--- src/rtl/game_pkg.sv ---
// Shared types and constants for the A/B (bulls-and-cows) game datapath.
package game_pkg;

  typedef logic [3:0] digit_t;

  localparam int NUM_DIGITS = 4;
  localparam int HIST_DEPTH = 6;

  // Digit codes at or above this value are placeholders and never match.
  localparam digit_t DIGIT_INVALID_MIN = 4'hA;

  typedef enum logic [1:0] {
    S_IDLE = 2'd0,
    S_CMP  = 2'd1,
    S_DONE = 2'd2
  } score_state_t;

  typedef struct packed {
    logic [2:0] a;
    logic [2:0] b;
  } score_t;

  function automatic logic digit_valid(input digit_t d);
    return d < DIGIT_INVALID_MIN;
  endfunction

endpackage

--- src/rtl/digit_matcher.sv ---
// Scores one guess digit against all four secret digits.
// hit_a: same digit in the same position. hit_b: same digit elsewhere only.
// An invalid guess digit (>= 4'hA) never matches; an invalid secret digit can
// only equal an invalid guess digit, so it never matches either.
module digit_matcher
  import game_pkg::*;
(
  input  logic [3:0]  guess_digit,
  input  logic [1:0]  guess_pos,
  input  logic [15:0] secret,
  output logic        hit_a,
  output logic        hit_b
);

  logic any_other;

  // Compare the guess digit with every secret position.
  always_comb begin
    // NOTE: every output gets a default before the loop so no path infers a latch.
    hit_a     = 1'b0;
    any_other = 1'b0;
    if (digit_valid(guess_digit)) begin
      for (int j = 0; j < NUM_DIGITS; j++) begin
        if (secret[4*j +: 4] == guess_digit) begin
          if (j[1:0] == guess_pos) hit_a = 1'b1;
          else                     any_other = 1'b1;
        end
      end
    end
    // At most one B credit per guess digit, and none when it is already an A.
    hit_b = any_other & ~hit_a;
  end

endmodule

--- src/rtl/score_engine.sv ---
// score_engine: sequential A/B scoring, one guess digit per cycle.
// start -> 4 compare cycles (idx 3..0) -> done pulse with registered counts.
// Optional score history is built when SCORE_HISTORY_EN is defined; without
// it hist_count and hist_rd_data read as zero.
module score_engine
  import game_pkg::*;
(
  input  logic        CLK,
  input  logic        RESET,
  input  logic        clear,
  input  logic        start,
  input  logic [15:0] Secret,
  input  logic [15:0] Guess,
  output logic        busy,
  output logic        done,
  output logic [2:0]  Count_A_out,
  output logic [2:0]  Count_B_out,
  output logic        win,
  output logic [2:0]  hist_count,
  input  logic [2:0]  hist_rd_idx,
  output logic [5:0]  hist_rd_data
);

  score_state_t state_q;
  logic [1:0]   idx_q;
  logic [15:0]  secret_q;
  logic [15:0]  guess_q;
  logic [2:0]   acc_a_q, acc_b_q;
  logic [2:0]   acc_a_d, acc_b_d;
  logic [2:0]   count_a_q, count_b_q;
  logic         win_q, done_q, busy_q;
  logic         hit_a, hit_b;
  logic         sync_clr;
  logic         score_last;

  // clear is a new-game request and behaves exactly like RESET.
  assign sync_clr   = RESET | clear;
  // Last compare cycle: the accumulators' next values are the final score.
  assign score_last = (state_q == S_CMP) && (idx_q == 2'd0);

  digit_matcher u_matcher (
    .guess_digit (guess_q[{idx_q, 2'b00} +: 4]),
    .guess_pos   (idx_q),
    .secret      (secret_q),
    .hit_a       (hit_a),
    .hit_b       (hit_b)
  );

  assign acc_a_d = acc_a_q + {2'b00, hit_a};
  assign acc_b_d = acc_b_q + {2'b00, hit_b};

  // Scoring FSM with registered status and count outputs.
  always_ff @(posedge CLK) begin
    // NOTE: sequential state uses non-blocking assignments only.
    if (sync_clr) begin
      state_q   <= S_IDLE;
      idx_q     <= 2'd0;
      secret_q  <= '0;
      guess_q   <= '0;
      acc_a_q   <= '0;
      acc_b_q   <= '0;
      count_a_q <= '0;
      count_b_q <= '0;
      win_q     <= 1'b0;
      done_q    <= 1'b0;
      busy_q    <= 1'b0;
    end else begin
      done_q <= 1'b0;
      case (state_q)
        S_IDLE: begin
          if (start) begin
            secret_q <= Secret;
            guess_q  <= Guess;
            acc_a_q  <= '0;
            acc_b_q  <= '0;
            idx_q    <= 2'd3;
            busy_q   <= 1'b1;
            state_q  <= S_CMP;
          end
        end
        S_CMP: begin
          acc_a_q <= acc_a_d;
          acc_b_q <= acc_b_d;
          idx_q   <= idx_q - 2'd1;
          if (idx_q == 2'd0) begin
            count_a_q <= acc_a_d;
            count_b_q <= acc_b_d;
            win_q     <= (acc_a_d == 3'(NUM_DIGITS));
            done_q    <= 1'b1;
            state_q   <= S_DONE;
          end
        end
        S_DONE: begin
          busy_q  <= 1'b0;
          state_q <= S_IDLE;
        end
        default: begin
          busy_q  <= 1'b0;
          state_q <= S_IDLE;
        end
      endcase
    end
  end

  assign busy        = busy_q;
  assign done        = done_q;
  assign Count_A_out = count_a_q;
  assign Count_B_out = count_b_q;
  assign win         = win_q;

`ifdef SCORE_HISTORY_EN
  score_t     hist_mem_q [HIST_DEPTH];
  logic [2:0] hist_count_q;
  logic       hist_wr;

  // Store each finished score until the buffer is full, then drop further ones.
  assign hist_wr = score_last && (hist_count_q < 3'(HIST_DEPTH));

  // Occupancy counter; clearing it is what empties the history.
  always_ff @(posedge CLK) begin
    if (sync_clr)     hist_count_q <= '0;
    else if (hist_wr) hist_count_q <= hist_count_q + 3'd1;
  end

  // History storage written at the edge that raises done.
  always_ff @(posedge CLK) begin
    // NOTE: storage has no reset; hist_count gates every read so stale entries never show.
    if (hist_wr) hist_mem_q[hist_count_q] <= '{a: acc_a_d, b: acc_b_d};
  end

  assign hist_count   = hist_count_q;
  assign hist_rd_data = (hist_rd_idx < hist_count_q) ? hist_mem_q[hist_rd_idx] : '0;
`else
  // No storage: the read index is folded into a constant-zero expression.
  assign hist_count   = '0;
  assign hist_rd_data = {3'b000, hist_rd_idx & 3'b000};
`endif

endmodule

--- config.mk ---
export PLATFORM = sky130hd
export DESIGN_NAME = score_engine
export DESIGN_NICKNAME = d
export VERILOG_FILES = /design/src/rtl/game_pkg.sv /design/src/rtl/digit_matcher.sv /design/src/rtl/score_engine.sv
export SDC_FILE = /design/constraint.sdc
export NUM_CORES = 1
export LEC_CHECK = 0
export BUFFER_PORTS_ARGS = -buffer_cell sky130_fd_sc_hd__buf_2
export CORE_AREA = 2 2 62 93
export CTS_CLUSTER_DIAMETER = 120
export CTS_CLUSTER_SIZE = 30
export DETAILED_ROUTE_END_ITERATION = 7
export DIE_AREA = 0 0 64 95
export PLACE_DENSITY = 0.84
export SYNTH_ARGS = -nofsm -noshare
export SYNTH_HDL_FRONTEND = slang
export SYNTH_HIERARCHICAL = 1
export SYNTH_SLANG_ARGS = --single-unit
--- constraint.sdc ---
create_clock -name CLK -period 2.9 [get_ports CLK]
set_clock_uncertainty 0.1 [all_clocks]
set_input_delay 0.435 -clock CLK [delete_from_list [all_inputs] [get_ports CLK]]
set_output_delay 0.435 -clock CLK [all_outputs]
set_load 0.01 [all_outputs]
### Word level (Yosys, flattened, before mapping)

Index checks and enable logic that the tools add are counted.

* register bits: 51
* latch bits: 0
* RAM bits: 0
* bits in read-only memories: 0
* input bits: 39
* output and inout port bits: 18
* word-level logic and storage cells: 68
* memories kept: 0

* add/sub/neg operators: 3
* multiply operators: 0
* div/mod/pow operators: 0
* $lt $le $gt $ge: 1
* equality and inequality tests: 11
* shift operators: 1
* muxes and demuxes: 28
* bitwise logic cells: 4
* reduce and logical (&&, ||, !) cells: 9

Operator list (number)
* 1-bit two-way mux: 19
* 4-bit equality test: 4
* 16-bit by 5-bit variable part select with 4-bit output: 1
* 3-bit one-hot mux with 2 select lines: 2
* 2-bit AND reduction: 5
* 2-bit one-hot mux with 2 select lines: 2
* 3-bit by 1-bit adder with 3-bit output: 2
* 2-bit two-way mux: 3
* 2-bit equality test, first input constant: 2
* 2-bit logical NOT: 2
* 4-bit less-than comparator, second input constant: 1
* 3-bit equality test, second input constant: 1
* 3-bit two-way mux: 1
* 1-bit by 2-bit equality test with 1-bit output, first input constant: 1
* 2-bit by 1-bit equality test with 1-bit output, second input constant: 1
* 2-bit by 1-bit != test with 1-bit output, second input constant: 1
* 2-bit != test, second input constant: 1
* 1-bit inverter: 2
* 1-bit one-hot mux with 2 select lines: 1
* 2-bit nonzero test: 1
* 2-bit OR reduction: 1
* 2-bit by 1-bit subtractor with 2-bit output, second input constant: 1
* 1-bit AND: 1
* 1-bit bitwise OR: 1

### Logic depth before layout (Yosys ltp)

Gate-level depths: netlist of run 1.

* word-level depth: 14
* gate-level depth with buffers: 12
* gate-level depth less buffers: 10

### Modules after synthesis

Netlist of run 1, hierarchy kept.

Modules (own cells, without submodules)
* score_engine: times used 1, cells an instance 206, area each 2113.3 um^2, sequential area each 1021.0 um^2
* digit_matcher: times used 1, cells an instance 38, area each 317.8 um^2, sequential area each 0.0 um^2

### Least setup slack after synthesis of run 1

Ideal clock, no wire load.

* kind: reg-to-reg
* start point: register idx_q[0]
* end point: register win_q, in the netlist win
* library setup time: 0.070 ns
* arrival time: 3.022 ns
* required time: 2.730 ns
* slack: -0.292 ns
* cell stages (with the launch flop): 12
* buffers on the path: 2
* period minus slack after synthesis: 3.192 ns
* path through: dfxtp_1 -> buf_2 -> mux4_2 -> buf_6 -> xor2_1 -> nor4_1 -> a22o_1 -> o21ba_2 -> ha_1 -> ha_1 -> or4_1 -> a21oi_1

* longest elaborated chain between the ends: 12
* elaborated cells between the ends (all ways): 22
* those cells by class: add/sub: 1; order compare: 1; eq/ne: 8; shift: 1; mux: 9; reduce/logical: 2

Ends and longest elaborated chain
* from (decl): RTL line score_engine.sv:25 `logic [1:0] idx_q;`
* from (signal assigned): RTL line score_engine.sv:84 `idx_q <= idx_q - 2'd1;`
* 16-bit by 5-bit variable part select with 4-bit output / 2-bit logical NOT (equally long branches): RTL line score_engine.sv:42, digit_matcher.sv:25
* 4-bit equality test / 1-bit two-way mux (equally long branches): RTL line digit_matcher.sv:24, digit_matcher.sv:25
* 1-bit two-way mux: RTL line digit_matcher.sv:24 `if (secret[4*j +: 4] == guess_digit) begin`
* 1-bit two-way mux: RTL line digit_matcher.sv:25 `if (j[1:0] == guess_pos) hit_a = 1'b1;`
* 1-bit two-way mux: RTL line digit_matcher.sv:24
* 1-bit two-way mux: RTL line digit_matcher.sv:25
* 1-bit two-way mux: RTL line digit_matcher.sv:24
* 1-bit two-way mux: RTL line digit_matcher.sv:25
* 1-bit two-way mux: RTL line digit_matcher.sv:24
* 1-bit two-way mux (*): RTL line digit_matcher.sv:22 `if (digit_valid(guess_digit)) begin`
* net hit_a: RTL line score_engine.sv:32 `logic hit_a, hit_b;`
* 3-bit by 1-bit adder with 3-bit output (*): RTL line score_engine.sv:49 `assign acc_a_d = acc_a_q + {2'b00, hit_a};`
* net acc_a_d[1]: RTL line score_engine.sv:29 `logic [2:0] acc_a_d, acc_b_d;`
* 3-bit equality test (*): RTL line score_engine.sv:88 `win_q <= (acc_a_d == 3'(NUM_DIGITS));`
* to (signal assigned): RTL line score_engine.sv:88
* to (decl): RTL line score_engine.sv:31 `logic win_q, done_q, busy_q;`

The timed path passes the listed nets; every way through them passes the cells marked *.
A chain may end at the register's enable or synchronous reset.

### Worst setup path after layout of run 1

* start point: register idx_q[0]
* end point: register acc_b_q[2]

* longest elaborated chain between the ends: 14
* elaborated cells between the ends (all ways): 32
* those cells by class: add/sub: 1; order compare: 1; eq/ne: 7; shift: 1; mux: 19; bitwise: 2; reduce/logical: 1

Ends and longest elaborated chain
* 16-bit by 5-bit variable part select with 4-bit output / 2-bit logical NOT (equally long branches): RTL line score_engine.sv:42, digit_matcher.sv:25
* 4-bit equality test / 1-bit two-way mux (equally long branches): RTL line digit_matcher.sv:24, digit_matcher.sv:25
* 1-bit two-way mux: RTL line digit_matcher.sv:24
* 1-bit two-way mux: RTL line digit_matcher.sv:25
* 1-bit two-way mux: RTL line digit_matcher.sv:24
* 1-bit two-way mux: RTL line digit_matcher.sv:25
* 1-bit two-way mux: RTL line digit_matcher.sv:24
* 1-bit two-way mux: RTL line digit_matcher.sv:25
* 1-bit two-way mux: RTL line digit_matcher.sv:24
* 1-bit two-way mux: RTL line digit_matcher.sv:22
* 1-bit inverter: RTL line digit_matcher.sv:31 `hit_b = any_other & ~hit_a;`
* 1-bit AND (*): RTL line digit_matcher.sv:31
* net hit_b: RTL line score_engine.sv:32
* 3-bit by 1-bit adder with 3-bit output (*): RTL line score_engine.sv:50 `assign acc_b_d = acc_b_q + {2'b00, hit_b};`
* 3-bit one-hot mux with 2 select lines (*): RTL line score_engine.sv:69 `case (state_q)`
* to (signal assigned): RTL line score_engine.sv:61 `acc_b_q <= '0;`
* to (signal assigned): RTL line score_engine.sv:75 `acc_b_q <= '0;`
* to (signal assigned): RTL line score_engine.sv:83 `acc_b_q <= acc_b_d;`
* to (decl): RTL line score_engine.sv:28 `logic [2:0] acc_a_q, acc_b_q;`

Marks and branches as above.

==> flow_summary.ini, run 1 <==
[run_status]
status = complete, but fails checks
violations = setup timing

[placed_design]
dp_cells = 359
portBuffers = 44
gp_congestion = 0.7841
dp_hpwl_mm = 3.491

[detailed_routing]
drt_first_pass_iters = 4
ant_nets = 0
drt_wl_total_mm = 5.632
dr_total_vias = 1878
drcViolationCount = 0
wl_per_cell_um = 15.18
dr.first_iter.drc_count = 64
viasPerCell = 5.062

[die]
die_y_um = 95
core_mm2 = 0.005326
fp.dieW_um = 64
io_pins = 57
floorplan.die_area_mm2 = 0.006080
rows = 33
start_util_pct = 45.64

[cts]
clk_latency_ns = 0.31
clkTransAtPathRegs_ns = 0.10
cts-root-buf = clkbuf_8
cts_tree = done
htree_levels = 2
clock_sinks = 51
numCtsBuffers = 5
clockBufferDepth = 2

[sta]
setup_viol = 11
hold_violations = 0
finalWorstSetupSlack_ns = -0.4076
timing.fmax_mhz = 302.3
finalCritPeriodShare_pct = 114.1
drv_slew = 0
worst_pin_slew_ns = 0.9345
timing.final.crit_period_ns = 3.308
rsz0062_at_grt = true
max_slew_margin_pct = 37.70

[synthesis]
yosysWarnings = 6
synth_top_cell_area_share_pct = 42.00
ys.flop_type = dfxtp_1
ys_seq_elements = 51
synth_area_leaders = dfxtp_1 (42%), mux2i_1 (13%), nor2_1 (6.6%)
synth_cell_type_count = 41
avgSynthCellArea_um2 = 9.963
synthCells = 244
synth_edf_count = 0
synth_seq_area_share_pct = 42.00
synth_area_mm2 = 0.002431
ys_async_sr_fraction_pct = 0
synth_area_leader_cell = dfxtp_1

[hold_path]
holdPathEnd = secret_q[4]
whs_path_depth = 3
worstHoldStart = Secret[4]
hp-class = primary input to flip-flop

[setup_path]
worstPathMaxFanout = 6
worstSetupPathType = flip-flop to flip-flop
r2r_start = idx_q[0]
start_kind = flip-flop
end_kind = flip-flop
r2r.worst_path.cells = 11
rrSetupSlack_ns = -0.41
cp.required_ns = 3.04
crit_arrival_ns = 3.44
regToRegEndpoint = acc_b_q[2]

[layout]
area_delta_synth_final_pct = 29.39
final_util_pct = 59.06
multi_input_area_mm2 = 0.001520
nNetsFinal = 344
antenna_cells = 0
final_cells = 371
layout_commonest_cell = dfxtp_1
ff_latch_area_mm2 = 0.001025
mostFrequentLayoutCells = dfxtp_1 (50), buf_2 (44), nor2_1 (43), mux2i_1 (32), buf_4 (20)
drive_above_1_share_pct = 39.87
fillers = 425

[global_route]
grt_max_degree = 52
antenna_found_initial = 0
grt_pass1_vias = 1886
grt_pass1_wl_mm = 8.487
grt_usage_pct = 17.93
globalRoute.totalOverflow = 0

[power_and_ir_drop]
p_per_area_mw_per_mm2 = 455.0
ir_worst_vdd_mv = 0.3296
leakage_uw = 0.001389

[flow_run]
drv_cap = 0
==> per-layer routing <==
metal	wire length, um	vias up	GRT usage (%)
met5	0	-	0
met2	3174	49	33.94
li1	-	912	-
met1	2159	911	19.22
met3	201	6	3.337
met4	95	0	7.246
==> worst max-delay path, stage by stage, from the launching register on <==
cell	delay [ns]
dfxtp_4	0.42
mux4_2	0.58
buf_12	0.17
xor2_2	0.19
o41ai_2	0.40
o211ai_1	0.18
a2111oi_2	0.33
ha_2	0.27
ha_4	0.15
nor3b_2	0.20
o21ai_1	0.10
a21oi_1	0.14
==> metrics by stage <==
stage               cell area [um^2]  TNS (ns)  worst slack (ns)  hold WS (ns)  total power [uW]
floorplan                       2552   -0.3840           -0.1734        0.3546             932.6
global placement                2814    -1.606           -0.3030        0.3431             981.4
detailed placement              2814    -2.496           -0.4054        0.3461             989.4
CTS                             3023    -1.527           -0.2767        0.2600              1401
global route                    3146    -3.850           -0.5619        0.2605              1490
finish                          3146    -2.198           -0.4076        0.2636              1431
==> state kept, by name, indices dropped and copies added, names as in the netlist <==
| signal | count |
|---|---|
| busy | 1 |
| idx_q | 2 |
| Count_A_out | 3 |
| state_q | 2 |
| acc_a_q | 3 |
| secret_q | 16 |
| guess_q | 16 |
| done | 1 |
| Count_B_out | 3 |
| acc_b_q | 3 |
| win | 1 |
==> report_power, final <==
| part | internal [uW] | switching [uW] | leakage [uW] | total [uW] |
|---|---|---|---|---|
| Clock | 169 | 233 | 0.0000412 | 402 |
| Sequential | 719 | 20.6 | 0.000415 | 740 |
| Combinational | 145 | 144 | 0.000933 | 289 |
==> cells in the mapped netlist (2+ instances only) <==
| library cell | count |
|---|---|
| a211oi_1 | 2 |
| a21oi_1 | 10 |
| a22oi_1 | 4 |
| buf_2 | 2 |
| buf_4 | 11 |
| buf_6 | 2 |
| buf_8 | 2 |
| clkbuf_1 | 8 |
| dfxtp_1 | 51 |
| ha_1 | 5 |
| inv_1 | 4 |
| mux2i_1 | 32 |
| mux4_2 | 4 |
| nand2_1 | 11 |
| nor2_1 | 43 |
| nor2b_1 | 4 |
| nor3b_1 | 2 |
| nor4_1 | 4 |
| o211ai_1 | 2 |
| o21ai_0 | 2 |
| o41ai_1 | 3 |
| xnor2_1 | 2 |
| xor2_1 | 16 |
==> worst max-delay path by stage <==
stage | start | end | slack (ns) | cells after the start
finish | idx_q[0] | acc_b_q[2] | -0.41 | 11
global route | idx_q[0] | acc_b_q[2] | -0.56 | 10
global placement | idx_q[0] | win | -0.30 | 9
detailed placement | idx_q[0] | win | -0.41 | 9
CTS | idx_q[0] | acc_b_q[2] | -0.28 | 10
floorplan | idx_q[0] | win | -0.17 | 11
==> kinds of logic after synthesis <==
family                   count (synthesis)  synth area share, %
buffers and inverters                   30                8.029
AND/OR/NAND/NOR                         71                13.95
adder cells (fa/ha/maj)                  5                2.573
XOR/XNOR                                18                6.485
AO/OA/AOI/OAI                           32                9.933
other                                    1               0.1543
flip-flops                              51                42.00
multiplexers                            36                16.88
==> layout make-up <==
| cell class | instances | area share, % |
|---|---|---|
| Clock buffer | 6 | 2.307 |
| Multi-Input combinational cell | 171 | 48.33 |
| Tap cell | 70 | 2.784 |
| Clock inverter | 2 | 0.3978 |
| Inverter | 4 | 0.4773 |
| Timing Repair Buffer | 67 | 13.13 |
| Sequential cell | 51 | 32.58 |
==> what timing repair did <==
action / in CTS / in global routing
hold buffers: 0 / 0
gates resized for setup: 17 / 14
setup buffers: 3 / 1
pin swaps: 15 / 11
setup endpoints to repair: 12 / 12
Power figures use the tool's default switching activity.
==> run 2, diff against run 1 <==
==> constraint.sdc (replaced) <==
create_clock -name CLK -period 2.9 [get_ports CLK]
set_clock_uncertainty 0.1 [all_clocks]
set_input_delay 0.29 -clock CLK [delete_from_list [all_inputs] [get_ports CLK]]
set_output_delay 0.29 -clock CLK [all_outputs]
set_load 0.01 [all_outputs]
==> flow_summary.ini, run 2 (same netlist as run 1, synthesis figures left out) <==
[layout]
nNetsFinal = 343
fillers = 455
area_delta_synth_final_pct = 24.55
final_cells = 370
drive_above_1_share_pct = 36.67
final_util_pct = 56.85
antenna_cells = 0
mostFrequentLayoutCells = dfxtp_1 (50), buf_2 (44), nor2_1 (43), mux2i_1 (32), buf_4 (21)
layout_commonest_cell = dfxtp_1
reg.largest.list = guess_q (16), secret_q (16)

[sta]
drv_slew = 0
timing.final.crit_period_ns = 3.215
finalWorstSetupSlack_ns = -0.3149
finalCritPeriodShare_pct = 110.9
max_slew_margin_pct = 39.20
setup_tns_ns = -1.705
rsz0062_at_grt = true
setup_viol = 11
hold_violations = 0
worst_hold_slack_ns = 0.1183
timing.fmax_mhz = 311.0
worst_pin_slew_ns = 0.9120

[cts]
clock_sinks = 51
htree_levels = 2
numCtsBuffers = 5
cts-hold-fix-buffers = 0
clk_latency_ns = 0.30
cts-root-buf = clkbuf_8
clockBufferDepth = 2
cts_tree = done
clkTransAtPathRegs_ns = 0.09

[placed_design]
portBuffers = 44
gp_congestion = 0.7876
dp_hpwl_mm = 3.356
dp_cells = 361

[die]
die_y_um = 95
start_util_pct = 45.64
floorplan.die_area_mm2 = 0.006080
io_pins = 57
core_mm2 = 0.005326
fp.dieW_um = 64
rows = 33

[detailed_routing]
drt_wl_total_mm = 4.991
dr.first_iter.drc_count = 55
viasPerCell = 4.997
topRoutingLayerUsed = met4
dr_total_vias = 1849
drt_first_pass_iters = 4
ant_nets = 0
wl_per_cell_um = 13.49
drt-met1-wl_mm = 2.067
drcViolationCount = 0
route.met3.wl_um = 205
met2_length_mm = 2.625

[global_route]
grt_usage_pct = 17.40
globalRoute.totalOverflow = 0
grt_pass1_vias = 1859
grt_max_degree = 52
antenna_found_initial = 0
grt_pass1_wl_mm = 8.328

[setup_path]
r2r_start = idx_q[0]
regToRegEndpoint = win
cpMostUsedCell = ha_4
crit_arrival_ns = 3.35
worstSetupPathType = flip-flop to flip-flop
crit_slowest_cell = mux4_2
rrSetupSlack_ns = -0.31
worstPathMaxFanout = 7
end_kind = flip-flop
slowest_delay_ns = 0.64
cp.required_ns = 3.03
start_kind = flip-flop
path_cells = mux4_2 -> xor2_2 -> nor4_2 -> a22o_1 -> o21ba_4 -> ha_4 -> ha_4 -> or4_1 -> a21oi_1
r2r.worst_path.cells = 9

[run_status]
status = complete, but fails checks
violations = setup timing

[hold_path]
holdPathEnd = guess_q[10]
hp-class = primary input to flip-flop
whs_path_depth = 3
worstHoldStart = Guess[10]

[power_and_ir_drop]
leakage_uw = 0.001379
p_per_area_mw_per_mm2 = 476.0
ir_worst_vdd_mv = 0.2779

[flow_run]
drv_cap = 0
run 2: cell count changes in the layout (fill, tap and decap cells not counted), moves of 2 or more:
cell      before  now
clkbuf_8       5    7
nor4_2         2    4
nor4_4         2    0
xor2_1         1   10
xor2_2        13    6
xor2_4         2    0
run 2: layer usage:
layer  global-route usage (%)  vias to the layer above
li1                         -                      921
met1                    19.73                      873
met2                    31.08                       48
met3                    3.099                        7
met4                    8.514                        0
met5                        0                        -
run 2: report_power, final:
group          internal [uW]  total [uW]  switching [uW]
clock network            217         450             232
logic                    128         255             127
registers                719         737            17.5
run 2: cell type report:
| type | instances | area, um^2 | share of cell area [%] |
|---|---|---|---|
| timing repair buffer | 66 | 389.1 | 12.85 |
| multi-input combinational | 171 | 1408 | 46.49 |
| sequential | 51 | 1025 | 33.84 |
| inverter | 4 | 15.01 | 0.4959 |
| clock inverter | 1 | 7.507 | 0.2479 |
| tap | 70 | 87.58 | 2.893 |
| clock buffer | 7 | 96.34 | 3.182 |
run 2: metrics by stage:
| step | power (uW) | instance area (um^2) | worst slack, ns |
|---|---|---|---|
| 6_report | 1441 | 3028 | -0.3149 |
| 5_1_grt | 1500 | 3028 | -0.4611 |
| 4_1_cts | 1449 | 3028 | -0.2850 |
| 3_5_place_dp | 987.8 | 2829 | -0.3551 |
| 3_3_place_gp | 981.6 | 2829 | -0.2424 |
| 2_1_floorplan | 932.6 | 2552 | -0.1734 |
run 2: worst max-delay path by stage:
| stage | end | slack, ns | cells past startpoint | startpoint |
|---|---|---|---|---|
| 2_1_floorplan | win | -0.17 | 11 | idx_q[0] |
| 3_3_place_gp | win | -0.24 | 9 | idx_q[0] |
| 3_5_place_dp | acc_b_q[2] | -0.36 | 10 | idx_q[0] |
| 4_1_cts | acc_b_q[2] | -0.28 | 10 | idx_q[0] |
| 5_1_grt | acc_b_q[2] | -0.46 | 11 | idx_q[0] |
| 6_report | win | -0.31 | 9 | idx_q[0] |
run 2: critical path, delay by kind of cell, from the launching register on:
| family | cells | cell delay [ns] |
|---|---|---|
| AOI/OAI and AO/OA | 3 | 0.55 |
| xor gates and xnor gates | 1 | 0.21 |
| adders and majority gates | 2 | 0.34 |
| DFF | 1 | 0.41 |
| muxes | 1 | 0.64 |
| and+or+nand+nor | 2 | 0.90 |
run 2: timing repair:
item	4_1_cts	5_1_grt
endpoints found under the setup margin	10	12
setup buffers	1	0
pin swaps	7	0
gates resized for setup	16	0
hold endpoints to repair	0	0
